[src/rtl/pc_fetch_unit.sv]
// Purpose : program counter and fetch sequencer feeding the datapath's instruction address.
// Latency : a redirect decoded in cycle N drives PC at the edge ending cycle N, so there are no bubbles and no delay slot.
// Backpressure: i_stall holds PC and drops fetch-valid; i_halt freezes the unit until reset.
//
// Ports
//   i_clk            rising-edge clock
//   i_rst_n          asynchronous active-low reset
//   i_stall          hold PC this cycle (RUN -> STALL)
//   i_halt           halt request; enters HALT, leaves only through reset
//   i_branch         BEQ decode from the control unit
//   i_zero           ALU zero flag for the current instruction
//   i_branch_offset  sign-extended, pre-scaled branch offset (bit 0 ignored)
//   i_jump           jump decode from the control unit
//   i_jump_addr      jump field, instruction[11:0]
//   o_pc             current PC (instruction memory address)
//   o_pc_plus2       o_pc + PC_STEP, combinational link value
//   o_fetch_valid    PC addresses a valid instruction this cycle
//   o_halted         unit is in HALT
//   o_trap           one-cycle pulse while PC holds TRAP_PC after a bounds hit
//
// Build option PC_BOUNDS_EN: when it is defined, any next PC computed in RUN
// that is at or beyond IMEM_BYTES is replaced by TRAP_PC and o_trap pulses.
// When it is not defined, there is no compare logic, o_trap is tied low and
// the PC wraps modulo 2^16.

module pc_fetch_unit #(
    parameter logic [15:0] RESET_PC   = 16'h0000,
    parameter logic [15:0] PC_STEP    = 16'd2
`ifdef PC_BOUNDS_EN
    ,
    parameter logic [15:0] IMEM_BYTES = 16'd512,
    parameter logic [15:0] TRAP_PC    = 16'h00F0
`endif
) (
    input  logic        i_clk,
    input  logic        i_rst_n,
    input  logic        i_stall,
    input  logic        i_halt,
    input  logic        i_branch,
    input  logic        i_zero,
    input  logic [15:0] i_branch_offset,
    input  logic        i_jump,
    input  logic [11:0] i_jump_addr,
    output logic [15:0] o_pc,
    output logic [15:0] o_pc_plus2,
    output logic        o_fetch_valid,
    output logic        o_halted,
    output logic        o_trap
);

    typedef enum logic [1:0] {
        S_BOOT  = 2'd0,
        S_RUN   = 2'd1,
        S_STALL = 2'd2,
        S_HALT  = 2'd3
    } state_t;

    state_t      r_state;
    logic [15:0] r_pc;
    logic        r_fetch_valid;
    logic        r_halted;

    logic [15:0] w_pc_plus2;
    logic [15:0] w_jump_target;
    logic [15:0] w_branch_target;
    logic        w_branch_taken;
    logic [15:0] w_redirect_pc;
    logic [15:0] w_next_pc;

    // All arithmetic is 16-bit and wraps silently.
    assign w_pc_plus2 = r_pc + PC_STEP;

    // The jump keeps the 8 KiB region of the sequential PC. The 12-bit field
    // is a halfword index.
    assign w_jump_target = {w_pc_plus2[15:13], i_jump_addr, 1'b0};

    // Masking after the add keeps PC even. This is exact: PC+2 is even, so
    // offset bit 0 cannot carry into bit 1.
    assign w_branch_target = (w_pc_plus2 + i_branch_offset) & 16'hFFFE;

    assign w_branch_taken = i_branch & i_zero;

    // A jump overrides a taken branch. A branch that is not taken falls through.
    always_comb begin
        w_redirect_pc = w_pc_plus2;
        if (i_jump) begin
            w_redirect_pc = w_jump_target;
        end else if (w_branch_taken) begin
            w_redirect_pc = w_branch_target;
        end
    end

`ifdef PC_BOUNDS_EN
    logic w_out_of_bounds;
    logic r_trap;

    assign w_out_of_bounds = (w_redirect_pc >= IMEM_BYTES);
    assign w_next_pc       = w_out_of_bounds ? TRAP_PC : w_redirect_pc;
`else
    assign w_next_pc = w_redirect_pc;
`endif

    // State, PC and status outputs all live in one registered process. The
    // outputs therefore change on the same edge as the state that defines them.
    always_ff @(posedge i_clk or negedge i_rst_n) begin
        if (!i_rst_n) begin
            r_state       <= S_BOOT;
            r_pc          <= RESET_PC;
            r_fetch_valid <= 1'b0;
            r_halted      <= 1'b0;
`ifdef PC_BOUNDS_EN
            r_trap        <= 1'b0;
`endif
        end else begin
`ifdef PC_BOUNDS_EN
            // The trap pulse is high only in the cycle where PC equals TRAP_PC.
            r_trap <= 1'b0;
`endif
            case (r_state)
                S_BOOT: begin
                    // Spend one cycle at RESET_PC without fetching, then run.
                    r_state       <= S_RUN;
                    r_fetch_valid <= 1'b1;
                end

                S_RUN: begin
                    if (i_halt) begin
                        r_state       <= S_HALT;
                        r_fetch_valid <= 1'b0;
                        r_halted      <= 1'b1;
                    end else if (i_stall) begin
                        r_state       <= S_STALL;
                        r_fetch_valid <= 1'b0;
                    end else begin
                        r_pc          <= w_next_pc;
                        r_fetch_valid <= 1'b1;
`ifdef PC_BOUNDS_EN
                        r_trap        <= w_out_of_bounds;
`endif
                    end
                end

                S_STALL: begin
                    // The exit cycle only re-enters RUN. Redirect inputs are
                    // ignored here and sampled again once PC is being fetched.
                    if (i_halt) begin
                        r_state  <= S_HALT;
                        r_halted <= 1'b1;
                    end else if (!i_stall) begin
                        r_state       <= S_RUN;
                        r_fetch_valid <= 1'b1;
                    end
                end

                S_HALT: begin
                    // Terminal state. Only reset leaves it.
                    r_fetch_valid <= 1'b0;
                    r_halted      <= 1'b1;
                end

                default: begin
                    r_state       <= S_BOOT;
                    r_fetch_valid <= 1'b0;
                    r_halted      <= 1'b0;
                end
            endcase
        end
    end

    assign o_pc          = r_pc;
    assign o_pc_plus2    = w_pc_plus2;
    assign o_fetch_valid = r_fetch_valid;
    assign o_halted      = r_halted;
`ifdef PC_BOUNDS_EN
    assign o_trap        = r_trap;
`else
    assign o_trap        = 1'b0;
`endif

endmodule
[config.mk]
export PLATFORM = sky130hd
export DESIGN_NAME = pc_fetch_unit
export DESIGN_NICKNAME = d
export VERILOG_FILES = /design/src/rtl/pc_fetch_unit.sv
export SDC_FILE = /design/constraint.sdc
export NUM_CORES = 1
export LEC_CHECK = 0
export ABC_AREA = 1
export BUFFER_PORTS_ARGS = -buffer_cell sky130_fd_sc_hd__buf_2
export CORE_MARGIN = 2
export CORE_UTILIZATION = 53
export CTS_CLUSTER_DIAMETER = 50
export CTS_CLUSTER_SIZE = 20
export DETAILED_ROUTE_END_ITERATION = 8
export PLACE_DENSITY = 0.82
export SKIP_LAST_GASP = 1
export SLEW_MARGIN = 20
export SYNTH_ARGS = -nofsm -noshare
export SYNTH_HDL_FRONTEND = slang
export SYNTH_SLANG_ARGS = --single-unit
[constraint.sdc]
create_clock -name i_clk -period 2.8 [get_ports i_clk]
set_clock_uncertainty 0.1 [all_clocks]
set_input_delay 0.14 -clock i_clk [delete_from_list [all_inputs] [get_ports i_clk]]
set_output_delay 0.14 -clock i_clk [all_outputs]
set_load 0.005 [all_outputs]
## After elaboration in Yosys (flattened, before gate mapping)

Index checks and enable logic that the tools add are counted.
Widths: inputs -> output; s select.

- Register bits: 20
- Bits in latches: 0
- Bits in writable memories: 0
- ROM bits: 0
- Input port bits: 35
- Output and inout bits: 35
- Word-level logic and storage cells: 39
- Memories: 0

- $add $sub $neg: 2
- $mul: 0
- Divide/modulo/power cells: 0
- Magnitude comparators: 0
- Equality and inequality tests: 8
- Shift operators: 0
- Multiplexer cells: 14
- Bitwise operators: 3
- Reductions and logical operators: 8

Operator list:

| kind | count |
|---|---|
| $mux 16 | 2 |
| $add 16x16->16 | 1 |
| $add 16x2->16 const B | 1 |
| $mux 2 | 4 |
| $ne 3x3->1 const B | 2 |
| $pmux 2 s3 | 1 |
| $reduce_and 3->1 | 2 |
| $mux 1 | 5 |
| $eq 2x2->1 const B | 2 |
| $ne 2x2->1 const B | 2 |
| $pmux 1 s4 | 1 |
| $reduce_and 2->1 | 2 |
| $reduce_bool 3->1 | 1 |
| $eq 2x1->1 const B | 1 |
| $logic_not 2->1 | 1 |
| $ne 2x1->1 const B | 1 |
| $not 1->1 | 2 |
| $pmux 1 s2 | 1 |
| $reduce_bool 2->1 | 1 |
| $reduce_or 2->1 | 1 |
| $and 1x1->1 | 1 |

## Depth between registers and ports, before layout

Gate-level depths: netlist (run 1).

- Depth in word-level cells: 4
- Mapped depth: 20

## Worst setup path after synthesis (run 1)

Ideal clock, no wire load.

- Kind: flip-flop to flip-flop
- Start point: reg r_pc[1] (netlist: o_pc[1])
- End point: reg r_pc[15] (netlist: o_pc[15])
- Arrival: 2267 ps
- Setup slack: 315 ps
- Cell stages (with the launch flop): 18
- Path buffers: 0
- Cells stage by stage: dfrtp_1 ha_1 nand3_2 nor2_4 nand3_2 or2_1 nand2_1 ha_1 nand2_1 inv_1 nand2_1 nand2_1 a21oi_1 nand3_1 nand3_1 nand2_1 nand3_1 nand2_1

- Longest elaborated chain between the ends: 4

RTL lines:

| item | line | RTL |
|---|---|---|
| start, declared | 59 | `logic [15:0] r_pc;` |
| start signal, assigned | 135 | `r_pc <= w_next_pc;` |
| $add 16x2->16 | 71 | `assign w_pc_plus2 = r_pc + PC_STEP;` |
| named net o_pc_plus2[9] | 45 | `output logic [15:0] o_pc_plus2,` |
| $add 16x16->16 | 79 | `assign w_branch_target = (w_pc_plus2 + i_branch_offset) & 16'hFFFE;` |
| $mux 16 | 88 | `end else if (w_branch_taken) begin` |
| $mux 16 | 86 | `if (i_jump) begin` |

The timed path passes the listed nets, and every way through them passes these cells.
A chain may end at the register's enable or synchronous reset.

## Worst setup path in the final report (run 1)

- Start point: reg r_pc[4] (netlist: o_pc[4])
- End point: reg r_pc[15] (netlist: o_pc[15])

- Longest elaborated chain between the ends: 4

RTL lines:

| item | line |
|---|---|
| $add 16x2->16 (*) | 71 |
| $add 16x16->16 | 79 |
| $mux 16 | 88 |
| $mux 16 (*) | 86 |

Every way passes the cells marked *; elsewhere a longest branch is shown, timed or not.

==> results of run 1 <==
final timing paths:
path / from / endpoint / cells past startpoint
min in group asynchronous: i_rst_n / o_pc[13]$_DFFE_PN0P_ / 2
max reg2reg: o_pc[4]$_DFFE_PN0P_ / o_pc[15]$_DFFE_PN0P_ / 16
min reg2reg: o_halted$_DFFE_PN0P_ / o_halted$_DFFE_PN0P_ / 2
max: o_pc[4]$_DFFE_PN0P_ / o_pc[15]$_DFFE_PN0P_ / 16
max in group asynchronous: i_rst_n / o_pc[2]$_DFFE_PN0P_ / 2
min: i_jump_addr[0] / o_pc[1]$_DFFE_PN0P_ / 3
power by group through the flow:
stage	Sequential (mW)	Clock, mW	Combinational (mW)
detailed placement	0.522	0	2.07
CTS	0.518	0.199	2.09
global route	0.549	0.219	2.47
finish	0.534	0.196	2.19
floorplan	0.543	0	1.40
global placement	0.518	0	2.03
kinds of logic after synthesis:
group | count (synthesis)
AOI/OAI and AO/OA | 64
other | 1
buffers and inverters | 70
DFF | 19
adders and majority gates | 21
and+or+nand+nor | 194
xor gates and xnor gates | 10
layout make-up:
class / count / area, sq um / share of cell area [%]
repair buffers: 73 / 387.9 / 13.80
clock buffers: 3 / 41.29 / 1.469
multi-input cells: 292 / 1612 / 57.32
clock inverters: 1 / 5.005 / 0.1780
inverters: 60 / 225.2 / 8.011
well taps: 50 / 62.56 / 2.225
flip-flops and latches: 19 / 478.0 / 17.00
per-stage QoR:
step / util [%] / std cells / hold slack (ps)
6_report: 68.80 / 498 / 81.46
5_1_grt: 68.80 / 498 / 89.45
4_1_cts: 66.93 / 497 / 75.52
3_5_place_dp: 65.55 / 492 / 13.53
3_3_place_gp: 65.55 / 492 / 8.575
2_1_floorplan: - / 381 / -255.6
cells in the final DEF, fill, tap and decap left out, types with 3 or more instances in the layout:
cell | synthesis | routed
nand2_1 | 110 | 108
buf_2 | 1 | 65
inv_1 | 59 | 59
nor2_1 | 39 | 36
a21oi_1 | 32 | 30
nand3_1 | 29 | 29
ha_1 | 21 | 19
o21ai_0 | 19 | 18
dfrtp_1 | 19 | 17
xor2_1 | 8 | 7
buf_4 | 4 | 7
nand4_1 | 5 | 5
nand2_2 | 2 | 4
nor2_2 | 1 | 4
a21oi_2 | 2 | 4
o21ai_1 | 2 | 3
conb_1 | 1 | 3
clkbuf_8 | 0 | 3
worst max-delay path, delay by kind of cell, from the launching register on:
family	cells	cell delay [ps]
xor gates and xnor gates	1	180
adders and majority gates	1	340
buffers and inverters	3	260
DFF	1	370
and+or+nand+nor	11	1290
state kept, by name, indices dropped and copies added (netlist names):
signal / count
o_pc: 15
o_halted: 1
r_state: 2
o_fetch_valid: 1
timing repair:
action                                  CTS  global route
endpoints found under the hold margin    19             0
endpoints found under the setup margin    0             7
hold buffers                              1             0
buffers inserted                          0             1
gates resized for setup                   0            16
per-layer routing:
layer / wire length, microns / vias to the layer above / global-route usage [%]
li1: - / 1343 / -
met2: 3052 / 88 / 42.43
met3: 434 / 2 / 4.215
met1: 2769 / 1171 / 35.04
met5: 0 / - / 0
met4: 8 / 0 / 2.564
==> results.json, run 1 <==
{
  "yosysSeqAreaShare_pct": 20.74,
  "drc": 0,
  "antennaDiodeCount": 0,
  "layout.nets": 505,
  "clock_path_buffers": 2,
  "initial_core_util_pct": 56.09,
  "post_dp_cell_area_sq_um": 2679,
  "p_comb_share_pct": 75.0,
  "status": "finished, final reports clean",
  "cts.htree.levels": 1,
  "irDropWorstVdd_v": 0.0006328,
  "cts-root-buf": "clkbuf_8",
  "async_flop_share_pct": 100.0,
  "fp.coreArea_sq_um": 4086,
  "wl_microns": 6264,
  "io_pins": 70,
  "path_max_fanout": 4,
  "yosys_most_used_dff": "dfrtp_1",
  "die_y_microns": 69.77,
  "p_sw_mw": 1.552,
  "slowest_delay_ps": 370,
  "ys_ff_latch": 19,
  "synth-edff-count": 0,
  "antenna_found_initial": 0,
  "finalPower_mw": 2.920,
  "yosysTopAreaCell": "dfrtp_1",
  "synth_compound_area_share_pct": 15.23,
  "fin_ws_ps": 164.5,
  "slew_violations": 0,
  "die_w_microns": 69.77,
  "gp_congestion": 0.9633,
  "critPathSlowestCell": "dfrtp_1",
  "cts.sinks": 19,
  "first_pass_iters": 4,
  "postLayoutCellArea_sq_um": 2811,
  "finalSetupViolations": 0,
  "power_frac_seq_pct": 18.3,
  "die_area_sq_um": 4867,
  "cts_made_buffers": 3,
  "tns_ps": 0,
  "grt_max_degree": 20,
  "tritoncts": "built",
  "crit_type": "flop to flop",
  "r2r_slack_ps": 160,
  "synthAdderAreaFrac_pct": 11.46,
  "rows": 23,
  "avgViaCountPerCell": 5.229,
  "endpoint_kind": "flop",
  "grt_pass1_vias": 2279,
  "power.leakage_nw": 1.597,
  "min_period_over_period_pct": 94.12,
  "synthDistinctLibCells": 32,
  "hold_path_class": "input port to flop",
  "period_minus_slack_ps": 2635,
  "clk-insertion-delay-late_ps": 260,
  "yosysWarnings": 0,
  "intPower_mw": 1.368,
  "synth_top_family_by_area": "simple AND/OR/NAND/NOR gates",
  "postSynthCellCount": 379,
  "p_per_area_nw_per_um2": 1039,
  "ant_nets": 0,
  "start_kind": "flop",
  "clk_pin_slew_ps": 80,
  "vias": 2604,
  "yosysMostFrequentCell": "nand2_1",
  "finalHoldViolCount": 0,
  "preCtsSetupSlack_ps": 112.9,
  "drt_iter0_markers": 179,
  "fillers": 370,
  "synth_top_area_share_pct": 20.74,
  "portBuffers": 65,
  "grtUsageTotal_pct": 25.18,
  "syn_area_sq_um": 2292,
  "ys_top_cells_by_count": "110 x nand2_1, 59 x inv_1, 39 x nor2_1",
  "yosys.area_share.xor_xnor_pct": 4.148,
  "avgSynthCellArea_sq_um": 6.048,
  "rsz0062_at_grt": "yes",
  "areaGrowthSynthToFinish_pct": 22.65,
  "path_cells": "inv_1 -> nor3_4 -> nand2_2 -> nor2_2 -> xor2_2 -> inv_1 -> ha_1 -> nand2_1 -> nor2_1 -> inv_1 -> nor2_1 -> nand2_1 -> nand3_1 -> nand4_1 -> nand3_1 -> nand2_1",
  "power.share.switching_pct": 53.14,
  "maxCapViolCount": 0,
  "clock.fmax_mhz": 379.4,
  "cp.arrival_ps": 2700,
  "drive_above_1_share_pct": 22.32,
  "yosys.area_share.simple_pct": 36.08,
  "worstPathRequired_ps": 2860,
  "synth.top_cells.by_area": "dfrtp_1 21%, nand2_1 18%, ha_1 11%, inv_1 9.7%, a21oi_1 7.0%",
  "place_hpwl_microns": 4899,
  "grt_pass1_wl_microns": 10160,
  "p_clk_share_pct": 6.7,
  "synth.mux.area_fraction_pct": 0,
  "gr-total-overflow": 0,
  "wl_per_cell_microns": 12.58
}
Note: power is estimated with default switching activity, not from simulation.
==> run 2: changes to the inputs <==
- CORE_UTILIZATION: 53 -> 48
- PLACE_DENSITY: 0.82 -> 0.75
==> run 2 against run 1 <==
  * Hold slack improved by 5.9 ps
  * Setup slack got worse by 3.2 ps
  * First-iteration DRC count decreased by 8.9%
  * Sequential share of layout area down 0.60 points
==> results.json, run 2 (synthesis gave the netlist of run 1 again) <==
{
  "grtUsageMet2_pct": 38.04,
  "rsz0062_at_grt": "yes",
  "start_kind": "flop",
  "io_pins": 70,
  "r2r_start": "o_pc[2]$_DFFE_PN0P_",
  "clk-insertion-delay-late_ps": 250,
  "antenna_found_initial": 0,
  "dp.cells": 497,
  "grt_pass1_wl_microns": 9977,
  "worstSetupStartpoint": "o_pc[2]$_DFFE_PN0P_",
  "min_from": "i_jump_addr[9]",
  "busiest_layer": "met2",
  "hold_path_class": "input port to flop",
  "status": "finished, final reports clean",
  "p_per_area_nw_per_um2": 1044,
  "tritoncts": "built",
  "first_pass_iters": 4,
  "worstPathRequired_ps": 2850,
  "fillers": 446,
  "preCtsSetupSlack_ps": 140.9,
  "globalRouteMet3Util_pct": 1.519,
  "areaGrowthSynthToFinish_pct": 27.51,
  "final_common_cell": "nand2_1",
  "drive_above_1_share_pct": 26.67,
  "vias": 2572,
  "met1_usage_pct": 33.67,
  "largest_register_ffs": 15,
  "critPathSlowestCell": "dfrtp_1",
  "path_cells": "ha_2 -> nand3_4 -> nor2_4 -> nand3_2 -> or2_1 -> nand2_2 -> ha_4 -> nand2_4 -> nand2_4 -> o21bai_4 -> a21oi_2 -> nand2_1 -> nand2_1 -> nand3_1 -> nand2_1 -> nand2_1",
  "wl_per_cell_microns": 12.38,
  "slowest_delay_ps": 410,
  "period_minus_slack_ps": 2639,
  "initial_core_util_pct": 49.18,
  "drt_iter0_markers": 163,
  "place_hpwl_microns": 5035,
  "grt_pass1_vias": 2343,
  "avgViaCountPerCell": 5.103,
  "gr-total-overflow": 0,
  "finalSetupViolations": 0,
  "fp.coreArea_sq_um": 4661,
  "crit_type": "flop to flop",
  "final_cells": 504,
  "drc": 0,
  "postLayoutCellArea_sq_um": 2923,
  "finalHoldViolCount": 0,
  "maxCapViolCount": 0,
  "cpMostUsedCell": "nand2_1",
  "rows": 25,
  "fin_ws_ps": 161.4,
  "gp_congestion": 0.8883,
  "fin_util_pct": 62.71,
  "grtUsageTotal_pct": 23.41,
  "die_area_sq_um": 5344,
  "tns_ps": 0,
  "ant_nets": 0,
  "clock.fmax_mhz": 379.0,
  "endpoint_kind": "flop",
  "layout.nets": 507,
  "path_max_fanout": 4,
  "portBuffers": 65,
  "post_dp_cell_area_sq_um": 2691,
  "cts_made_buffers": 3,
  "grt_max_degree": 21,
  "finalPower_mw": 3.051,
  "hold_slack_ps": 87.32,
  "cts-root-buf": "clkbuf_8",
  "clock_path_buffers": 2,
  "irDropWorstVdd_v": 0.0005356,
  "cp.arrival_ps": 2690,
  "cts.htree.levels": 1,
  "power.leakage_nw": 1.613,
  "die_w_microns": 73.11,
  "antennaDiodeCount": 0,
  "min_period_over_period_pct": 94.24,
  "wl_microns": 6239,
  "clk_pin_slew_ps": 70,
  "cts.sinks": 19,
  "final_cell_mix": "100 x nand2_1, 65 x buf_2, 57 x inv_1, 35 x nor2_1, 29 x a21oi_1",
  "die_y_microns": 73.11,
  "slew_violations": 0
}
## run 2: final cells by class
type	count	area, sq um	area share [%]
inverters	60	225.2	7.705
repair buffers	75	402.9	13.78
multi-input cells	292	1703	58.26
flip-flops and latches	19	479.2	16.40
clock buffers	4	45.04	1.541
well taps	54	67.56	2.312
## run 2: power by group
group          internal (mW)  leakage, nW  total [mW]  switching [mW]
registers              0.404        0.219       0.549           0.146
clock network          0.101       0.0228       0.187          0.0862
logic                  0.939         1.37        2.31            1.38
total                   1.44         1.61        3.05            1.61
## run 2: worst paths after layout
| kind | endpoint | slack, ps | cells past startpoint |
|---|---|---|---|
| min reg2reg | o_halted$_DFFE_PN0P_ | 410 | 2 |
| max | o_pc[14]$_DFFE_PN0P_ | 160 | 16 |
| max reg2reg | o_pc[14]$_DFFE_PN0P_ | 160 | 16 |
| max in group asynchronous | o_pc[3]$_DFFE_PN0P_ | 2040 | 2 |
| min in group asynchronous | r_state[1]$_DFFE_PN0P_ | 240 | 2 |
| min | o_pc[10]$_DFFE_PN0P_ | 90 | 3 |
## run 2: worst max-delay path, delay by kind of cell (launching register included)
kind                     cells  cell delay [ps]
flip-flops                   1              410
AO/OA/AOI/OAI                2              340
adder cells (fa/ha/maj)      2              470
AND/OR/NAND/NOR             12             1220
## run 2: repair_timing
action	4_1_cts	5_1_grt
resized for setup	0	39
buffers inserted	0	2
setup endpoints to repair	0	10
hold buffers	1	0
hold endpoints to repair	19	0
## run 2: metal layers
metal / share of wire (%) / vias up
met5: 0 / -
met4: 0.66 / 0
met3: 5.6 / 4
met2: 47 / 74
met1: 47 / 1145
li1: - / 1349
